### config.mk
export PLATFORM = sky130hd
export DESIGN_NAME = note_matcher_array
export DESIGN_NICKNAME = d
export VERILOG_FILES = /design/src/rtl/note_match_pkg.sv /design/src/rtl/note_match_channel.sv /design/src/rtl/note_matcher_array.sv
export SDC_FILE = /design/constraint.sdc
export NUM_CORES = 2
export LEC_CHECK = 0
export BUFFER_PORTS_ARGS = -buffer_cell sky130_fd_sc_hd__buf_2
export CORE_AREA = 2 2 571 573
export DETAILED_ROUTE_END_ITERATION = 10
export DIE_AREA = 0 0 573 575
export GPL_TIMING_DRIVEN = 0
export HOLD_SLACK_MARGIN = 0.08
export SYNTH_ARGS = -nofsm -noshare
export SYNTH_HDL_FRONTEND = slang
export SYNTH_HIERARCHICAL = 1
export SYNTH_SLANG_ARGS = --single-unit
### constraint.sdc
create_clock -name clk -period 5.2 [get_ports clk]
set_input_delay 1.56 -clock clk [delete_from_list [all_inputs] [get_ports clk]]
set_output_delay 1.56 -clock clk [all_outputs]
set_load 0.02 [all_outputs]
### src/rtl/note_match_pkg.sv
// Shared definitions for the note matcher: default sizes and windows,
// channel state encoding, hit grades and the per-cycle event payload.
package note_match_pkg;

  localparam int unsigned NUM_NOTES_DEF   = 37;
  localparam int unsigned TIME_W_DEF      = 16;
  localparam int unsigned WIN_GOOD_DEF    = 100;
  localparam int unsigned WIN_PERFECT_DEF = 30;

  typedef enum logic {
    ST_EMPTY = 1'b0,
    ST_ARMED = 1'b1
  } ch_state_e;

  localparam logic GRADE_GOOD    = 1'b0;
  localparam logic GRADE_PERFECT = 1'b1;

  // One channel's outcome for a cycle; at most one of match/miss/stray is set.
  typedef struct packed {
    logic match;
    logic perfect;
    logic miss;
    logic stray;
  } ch_event_t;

endpackage

### src/rtl/note_match_channel.sv
// One note channel: holds a pending target time and grades player edges.
// Ports:
//   clk, rst_n       clock, async active-low reset
//   flush            synchronous clear to EMPTY, suppresses all events
//   song_time        current song time
//   note_edge        rising edge of the player input (from the top level)
//   meta_time        next target time, meta_available qualifies it
//   meta_request     channel is EMPTY and accepts a target
//   match_*          hit pulse, grade and latched hit time
//   miss_trigger     target left the window without a hit
//   stray_trigger    edge with no armed target in window
module note_match_channel
  import note_match_pkg::*;
#(
  parameter int unsigned TIME_W      = TIME_W_DEF,
  parameter int unsigned WIN_GOOD    = WIN_GOOD_DEF,
  parameter int unsigned WIN_PERFECT = WIN_PERFECT_DEF
) (
  input  logic              clk,
  input  logic              rst_n,
  input  logic              flush,
  input  logic [TIME_W-1:0] song_time,
  input  logic              note_edge,
  input  logic [TIME_W-1:0] meta_time,
  input  logic              meta_available,
  output logic              meta_request,
  output logic              match_trigger,
  output logic              match_perfect,
  output logic [TIME_W-1:0] match_time,
  output logic              miss_trigger,
  output logic              stray_trigger
);

  // One extra bit so the difference never wraps near the top of the time range.
  localparam int unsigned DW = TIME_W + 1;
  localparam logic signed [DW-1:0] WIN_GOOD_S    = DW'(WIN_GOOD);
  localparam logic        [DW-1:0] WIN_GOOD_U    = DW'(WIN_GOOD);
  localparam logic        [DW-1:0] WIN_PERFECT_U = DW'(WIN_PERFECT);

  ch_state_e         state_q, state_d;
  logic [TIME_W-1:0] target_q, target_d;
  logic [TIME_W-1:0] match_time_q, match_time_d;
  logic              meta_request_q, meta_request_d;
  ch_event_t         event_q, event_d;

  logic signed [DW-1:0] diff_c;
  logic        [DW-1:0] abs_c;

  // Signed distance of the song position from the target.
  always_comb begin
    diff_c = $signed({1'b0, song_time}) - $signed({1'b0, target_q});
    abs_c  = diff_c[DW-1] ? $unsigned(-diff_c) : $unsigned(diff_c);
  end

  // Next-state and event decode.
  always_comb begin
    state_d      = state_q;
    target_d     = target_q;
    match_time_d = match_time_q;
    event_d      = '0;

    if (flush) begin
      state_d = ST_EMPTY;
    end else begin
      unique case (state_q)
        ST_EMPTY: begin
          if (meta_available) begin
            target_d = meta_time;
            state_d  = ST_ARMED;
          end
          event_d.stray = note_edge;
        end
        ST_ARMED: begin
          // Target already behind the window: a late edge cannot rescue it.
          if (diff_c > WIN_GOOD_S) begin
            event_d.miss = 1'b1;
            state_d      = ST_EMPTY;
          end else if (note_edge) begin
            if (abs_c <= WIN_GOOD_U) begin
              event_d.match   = 1'b1;
              event_d.perfect = (abs_c <= WIN_PERFECT_U) ? GRADE_PERFECT : GRADE_GOOD;
              match_time_d    = song_time;
              state_d         = ST_EMPTY;
            end else if (diff_c < -WIN_GOOD_S) begin
              event_d.stray = 1'b1;
            end
          end
        end
        default: state_d = ST_EMPTY;
      endcase
    end

    meta_request_d = (state_d == ST_EMPTY);
  end

  // Request reset to 1 so it always mirrors the EMPTY state.
  always_ff @(posedge clk or negedge rst_n) begin
    if (!rst_n) begin
      state_q        <= ST_EMPTY;
      target_q       <= '0;
      match_time_q   <= '0;
      meta_request_q <= 1'b1;
      event_q        <= '0;
    end else begin
      state_q        <= state_d;
      target_q       <= target_d;
      match_time_q   <= match_time_d;
      meta_request_q <= meta_request_d;
      event_q        <= event_d;
    end
  end

  assign meta_request  = meta_request_q;
  assign match_trigger = event_q.match;
  assign match_perfect = event_q.perfect;
  assign match_time    = match_time_q;
  assign miss_trigger  = event_q.miss;
  assign stray_trigger = event_q.stray;

endmodule

### src/rtl/note_matcher_array.sv
// Multi-channel note matcher: edge-detects each player input and feeds an
// independent matcher channel per note lane.
// Ports:
//   clk, rst_n        clock, async active-low reset
//   flush             clear all channels (restart/seek)
//   song_time         current song time
//   note_in           raw per-channel player input level
//   meta_time         packed per-channel target times, channel i at [i*TIME_W +: TIME_W]
//   meta_available    per-channel target valid
//   meta_request      per-channel ready for a target
//   match_trigger/match_perfect/match_time  hit pulse, grade, latched hit time
//   miss_trigger, stray_trigger             miss and stray pulses
module note_matcher_array
  import note_match_pkg::*;
#(
  parameter int unsigned NUM_NOTES   = NUM_NOTES_DEF,
  parameter int unsigned TIME_W      = TIME_W_DEF,
  parameter int unsigned WIN_GOOD    = WIN_GOOD_DEF,
  parameter int unsigned WIN_PERFECT = WIN_PERFECT_DEF
) (
  input  logic                        clk,
  input  logic                        rst_n,
  input  logic                        flush,
  input  logic [TIME_W-1:0]           song_time,
  input  logic [NUM_NOTES-1:0]        note_in,
  input  logic [NUM_NOTES*TIME_W-1:0] meta_time,
  input  logic [NUM_NOTES-1:0]        meta_available,
  output logic [NUM_NOTES-1:0]        meta_request,
  output logic [NUM_NOTES-1:0]        match_trigger,
  output logic [NUM_NOTES-1:0]        match_perfect,
  output logic [NUM_NOTES*TIME_W-1:0] match_time,
  output logic [NUM_NOTES-1:0]        miss_trigger,
  output logic [NUM_NOTES-1:0]        stray_trigger
);

  logic [NUM_NOTES-1:0] note_prev_q, note_prev_d;
  logic [NUM_NOTES-1:0] note_edge_c;

  // Previous input level; deliberately untouched by flush so a held key
  // does not look like a fresh press after a seek.
  always_comb begin
    note_prev_d = note_in;
    note_edge_c = note_in & ~note_prev_q;
  end

  always_ff @(posedge clk or negedge rst_n) begin
    if (!rst_n) begin
      note_prev_q <= '0;
    end else begin
      note_prev_q <= note_prev_d;
    end
  end

  for (genvar i = 0; i < NUM_NOTES; i++) begin : g_ch
    note_match_channel #(
      .TIME_W      (TIME_W),
      .WIN_GOOD    (WIN_GOOD),
      .WIN_PERFECT (WIN_PERFECT)
    ) u_ch (
      .clk            (clk),
      .rst_n          (rst_n),
      .flush          (flush),
      .song_time      (song_time),
      .note_edge      (note_edge_c[i]),
      .meta_time      (meta_time[i*TIME_W +: TIME_W]),
      .meta_available (meta_available[i]),
      .meta_request   (meta_request[i]),
      .match_trigger  (match_trigger[i]),
      .match_perfect  (match_perfect[i]),
      .match_time     (match_time[i*TIME_W +: TIME_W]),
      .miss_trigger   (miss_trigger[i]),
      .stray_trigger  (stray_trigger[i])
    );
  end

endmodule

; Word level (Yosys, flattened, before mapping)
; Index checks and enable logic that the tools add are counted.
[totals]
register_bits = 1443
[op_classes]
reduce_logical = 74
n_bitwise = 114
n_mux = 703
add_sub_neg = 74
magnitude_cmp = 148
[op_table]
columns = op, count
row1 = greater-than comparator 17 x 8 -> 1 bit (second input constant), 37
row2 = less-or-equal comparator 17 x 5 -> 1 bit (second input constant), 37
row3 = less-or-equal comparator 17 x 7 -> 1 bit (second input constant), 37
row4 = less-than comparator 17 x 8 -> 1 bit (second input constant), 37
row5 = 2-to-1 mux 17 bit, 37
row6 = negation 17 bit, 37
row7 = subtractor 16 x 16 -> 17 bit, 37
row8 = 2-to-1 mux 1 bit, 407
row9 = 2-to-1 mux 2 bit, 111
row10 = AND reduction 5 bit, 37
row11 = 2-to-1 mux 4 bit, 37
row12 = case mux 1 bit (2 select lines), 74
row13 = NOT 1 bit, 112
row14 = 2-to-1 mux 3 bit, 37
row15 = AND reduction 3 bit, 37
row16 = AND 37 bit, 1
row17 = NOT 37 bit, 1

; Longest topological paths before layout
[logic_depth]
word_depth = 10
ltp_mapped = 16
mapped_depth_nobuf = 13

; Hierarchy
; Netlist, hierarchy kept.
[by_module_without_submodules]
columns = mod, seq_area_each_um2, cells_per_inst, instances, area_per_inst_um2
row1 = note_match_channel (g_ch[15].u_ch ...), 952.2, 355, 28, 3210.6
row2 = note_match_channel (g_ch[0].u_ch ...), 952.2, 357, 9, 3188.1
row3 = note_matcher_array, 925.9, 74, 1, 1435.1

; Least setup slack after synthesis
; No wires, ideal clock.
[synth_path]
path_kind = input to register
from = input port song_time[0]
to = register g_ch[15].u_ch.match_time_q[10]
path_slack_ps = -93
cell_stages = 14
setup_ps = 125
arrival_ps = 5168
path_buffers = 1
path_cell_list = inv_1 -> ha_1 -> fa_1 -> nand2b_1 -> a21oi_1 -> xor2_1 -> or3_1 -> nor3_4 -> a21oi_1 -> a2111oi_2 -> o311ai_1 -> a2111oi_4 -> buf_6 -> mux2_4
[synth_via]
elab_chain_cells = 5
word_cells_on_any_way = 7
classes_between = 2 x add/sub / 2 x order compare / 1 x mux / 1 x bitwise / 1 x reduce/logical
[synth_lines]
columns = item, line
row1 = "start, declared", note_matcher_array.sv:24  ; input logic [TIME_W-1:0] song_time,
row2 = subtractor 16 x 16 -> 17 bit *, note_match_channel.sv:51  ; diff_c = $signed({1'b0, song_time}) - $signed({1'b0, target_q});
row3 = negation 17 bit, note_match_channel.sv:52  ; abs_c = diff_c[DW-1] ? $unsigned(-diff_c) : $unsigned(diff_c);
row4 = 2-to-1 mux 17 bit, note_match_channel.sv:52
row5 = less-or-equal comparator 17 x 7 -> 1 bit, note_match_channel.sv:79  ; if (abs_c <= WIN_GOOD_U) begin
row6 = AND reduction 5 bit (no line) *, n/a
row7 = "end signal, assigned", note_match_channel.sv:107  ; match_time_q <= match_time_d;
row8 = "end, declared", note_match_channel.sv:42  ; logic [TIME_W-1:0] match_time_q, match_time_d;
; Mark *: on every way between the ends. The rest lies on a longest branch, timed or not.
; A chain may end at the register's enable or synchronous reset.

; Worst setup path in the final report
[layout_path]
from = input port song_time[2]
to = register g_ch[11].u_ch.match_time_q[14]
[layout_via]
elab_chain_cells = 5
word_cells_on_any_way = 7
classes_between = 2 x add/sub / 2 x order compare / 1 x mux / 1 x bitwise / 1 x reduce/logical
[layout_lines]
columns = item, line
row1 = subtractor 16 x 16 -> 17 bit *, note_match_channel.sv:51
row2 = negation 17 bit, note_match_channel.sv:52
row3 = 2-to-1 mux 17 bit, note_match_channel.sv:52
row4 = less-or-equal comparator 17 x 7 -> 1 bit, note_match_channel.sv:79
row5 = AND reduction 5 bit (no line) *, n/a
row6 = "end signal, assigned", note_match_channel.sv:107
row7 = "end, declared", note_match_channel.sv:42
; Marked as above.

==> results.md <==
* Max_slew headroom at 0.1036
* Buffers from clock root to sink, at most at 4
* Share of the yosys chip area belonging to registers at 0.3012
* Count of fill cells added during filler insertion at 31520
* CP Launch Type: primary input
* Commonest non-fill, non-tap cell in the layout: buf_2
* Routing usage on met2 at 0.4320
* Worst supply voltage drop on vdd at 0.2602 mV
* HPWL after detailed placement at 334400 um
* Starting density of the core at 0.3713
* Most used cells in the layout excluding fill and tap cells: 1676 x buf_2, 1406 x dfrtp_1, 1175 x nand2_1
* Clock tree sinks at 1443
* Pin count of the biggest net entering global routing at 171
* IO Pins at 1462
* Async S/R FF share, synth at 1.000
* Hold slack at 0.5007 ns
* Remaining DRCs at 0
* Worst-path clk slew at 0.06 ns
* Number of global-route vias before repair at 107300
* Relative area change from synthesis to final layout at 23.40%
* Most used DFF post-synth: dfrtp_1
* Post-DR wirelength/cell at 25.19 um
* First-pass DRT Iterations at 6
* Timing-limited maximum frequency at 0.1835 GHz
* Slowest cell on crit path: ha_2
* Min-Delay Path Class: reg2reg
* Critical-path cell list: buf_16 > buf_16 > ha_2 > nand2b_2 > a211oi_4 > buf_6 > buf_4 > or3_4 > a22oi_2 > nand4_1 > buf_4 > nor4_1 > or3_4 > nand4b_1 > nor4b_4 > buf_6 > buf_6 > mux2_4
* CTS tree: done
* Run status: finished, violations left
* Synth Warn # at 6
* Synthesized area divided by synthesized cell count at 9.074 um2
* DIE AREA at 329500 um2
* Worst skew pair latency at 0.91 ns
* Clock tree skew after final layout at 0.05835 ns
* Cell with the most instances on the worst path: buf_6
* Avg Vias per Cell at 5.957
* Depth of the worst register-to-register path at 15
* First-pass GRT wire length at 696900 um
* Setup repair after global routing missed its margin: yes
* Setup-violating endpoint count in the final report at 75
* Total core area at 323200 um2
* Via count at 118300
* Final nets at 16700
* Met3 usage in global routing at 0.05157
* Number of hold-slack violations in the final timing report at 0
* Master cell of the clock root buffer: clkbuf_16
* 1st-iter DRT viols at 11530
* Shortest period the worst path allows at 5.450 ns
* Share of the clock period used by the worst path after layout at 1.048
* Area of the multi-input gates at 81410 um2
* Syn Std Cell Area at 120000 um2
* Gr busiest metal: met2
* Met1 Track Usage GR at 0.3671
* Required arrival time at the worst endpoint at 5.94 ns
* Number of max-capacitance violations reported at 0
* Delay contributed by the slowest stage of the critical path at 0.43 ns
* Port buffer count at 1461
* Number of antenna violations at the first check in global routing at 149
* GRT Residual Overflow at 0
* Antenna viol nets, final at 0
* Post-layout instance count excluding filler cells at 19850
* Nets in the synthesized netlist at 14620
* Static power due to leakage at 66.32 nW
* Sequential cell area in the final layout at 36160 um2
* Row Count at 209
* Transition time at the pin with the least slew margin at 1.342 ns
* Tot GR Track Use at 0.2734
* Syn Inst Count at 13230
* Height of the chip at 575 um
* H-tree Lvls at 4
* Ratio of cells with drive above 1 in the final layout at 0.2856
* Post-synthesis register bit count at 1443
* EDFF count, synth at 0
* Die Wd at 573 um
* Power density over the cells at 409.3 nW/um2
* Number of distinct library cells after synthesis at 99
* Failing checks: negative setup slack
* Detailed-route wire length at 500000 um
* Max-slew violation total from the final report at 0
* Setup WS post-layout at -0.2498 ns
* Number of placed instances with taps included at 19040
* Number of clock buffers inserted by TritonCTS at 177
* Data arrival, critical path at 6.19 ns
* Post-layout utilization of the core at 0.4582
* Highest fanout seen on the critical path at 20
* Cell count of the worst hold path at 1
* Type of the worst setup path: in2reg
* Final weighted congestion in routability-driven placement at 0.9367
* Crit path capture type: flip-flop
-- Yosys cell counts, types with 261 or more instances --
cell        n  area [um2]
nand2_1  1175        4410
inv_1     684        2567
nor2_1    582        2185
mux2_2    343        3862
a21oi_1   769        3849
nor3_1    324        1622
ha_1      666        8333
nand3_1   416        2082
dfrtp_1  1406       35180
mux2_4    314        4715
o21ai_0   999        5000
nand4_1   261        1633
-- final cells by class --
cell class	count	area share
multi-input cells	10510	0.5497
flip-flops and latches	1443	0.2441
repair buffers	1921	0.08755
well taps	4325	0.03654
clock buffers	245	0.03393
plain buffers	582	0.02198
inverters	684	0.01735
clock inverters	78	0.007738
diodes	68	0.001149
-- logic make-up after synthesis --
kind of cell               share of synthesized area
buffers and inverters                        0.04817
AOI/OAI and AO/OA                             0.2669
DFF                                           0.3012
muxes                                        0.07221
adders and majority gates                    0.07560
xor gates and xnor gates                     0.02362
and+or+nand+nor                               0.2123
-- worst max-delay path: cells and delay by family --
family	cells	cell delay, ns
adders and majority gates	1	0.43
muxes	1	0.30
and+or+nand+nor	7	1.92
buffers and inverters	7	1.37
AOI/OAI and AO/OA	2	0.36
-- power by group --
group          switching (mW)  internal [mW]  leakage [nW]
logic                    21.5           12.9          44.4
clock network            5.55           7.88          3.00
registers               0.445           12.4          18.9
-- registers in the layout, indices dropped and copies added (netlist names) --
signal / count
note_prev_q: 37
g_ch.u_ch/miss_trigger: 37
g_ch.u_ch/match_perfect: 37
g_ch.u_ch/meta_request: 37
g_ch.u_ch/target_q: 592
g_ch.u_ch/stray_trigger: 37
g_ch.u_ch/state_q: 37
g_ch.u_ch/match_time: 592
g_ch.u_ch/match_trigger: 37
-- layer usage --
metal	up-vias	routed length, um
met5	-	395
met4	62	24200
met3	910	47050
met2	5204	222600
met1	57680	205800
li1	54410	-
-- repair_timing --
item	in CTS	in global routing
endpoints found under the setup margin	689	622
pin swaps	82	232
buffers inserted	129	251
resized for setup	164	479
hold endpoints to repair	0	0
gates cloned	22	27
hold buffers	0	0
-- through the flow --
step                power [mW]  setup WS [ns]  instance area [um2]  TNS [ns]
finish                   60.63        -0.2498               148100    -4.844
global route             64.38        -0.2394               148000    -11.81
CTS                      57.72       -0.03877               142700  -0.04653
detailed placement       43.11         -2.514               133900  -1279.64
global placement         42.94         -31.37               132900         -
floorplan                35.85       0.001474               120200         0
-- final timing paths --
| kind | slack, ns | start | end |
|---|---|---|---|
| max | -0.25 | song_time[2] | g_ch[11].u_ch/match_time[14]$_DFFE_PN0P_ |
| min | 0.50 | g_ch[28].u_ch/match_time[7]$_DFFE_PN0P_ | g_ch[28].u_ch/match_time[7]$_DFFE_PN0P_ |
| max reg2reg | 0.55 | g_ch[35].u_ch/target_q[0]$_DFFE_PN0P_ | g_ch[35].u_ch/match_time[7]$_DFFE_PN0P_ |
| min reg2reg | 0.50 | g_ch[28].u_ch/match_time[7]$_DFFE_PN0P_ | g_ch[28].u_ch/match_time[7]$_DFFE_PN0P_ |
| max in group asynchronous | 1.69 | rst_n | g_ch[1].u_ch/target_q[9]$_DFFE_PN0P_ |
| min in group asynchronous | 0.61 | rst_n | g_ch[0].u_ch/target_q[5]$_DFFE_PN0P_ |
No activity file was read; power rests on OpenSTA's default activity.
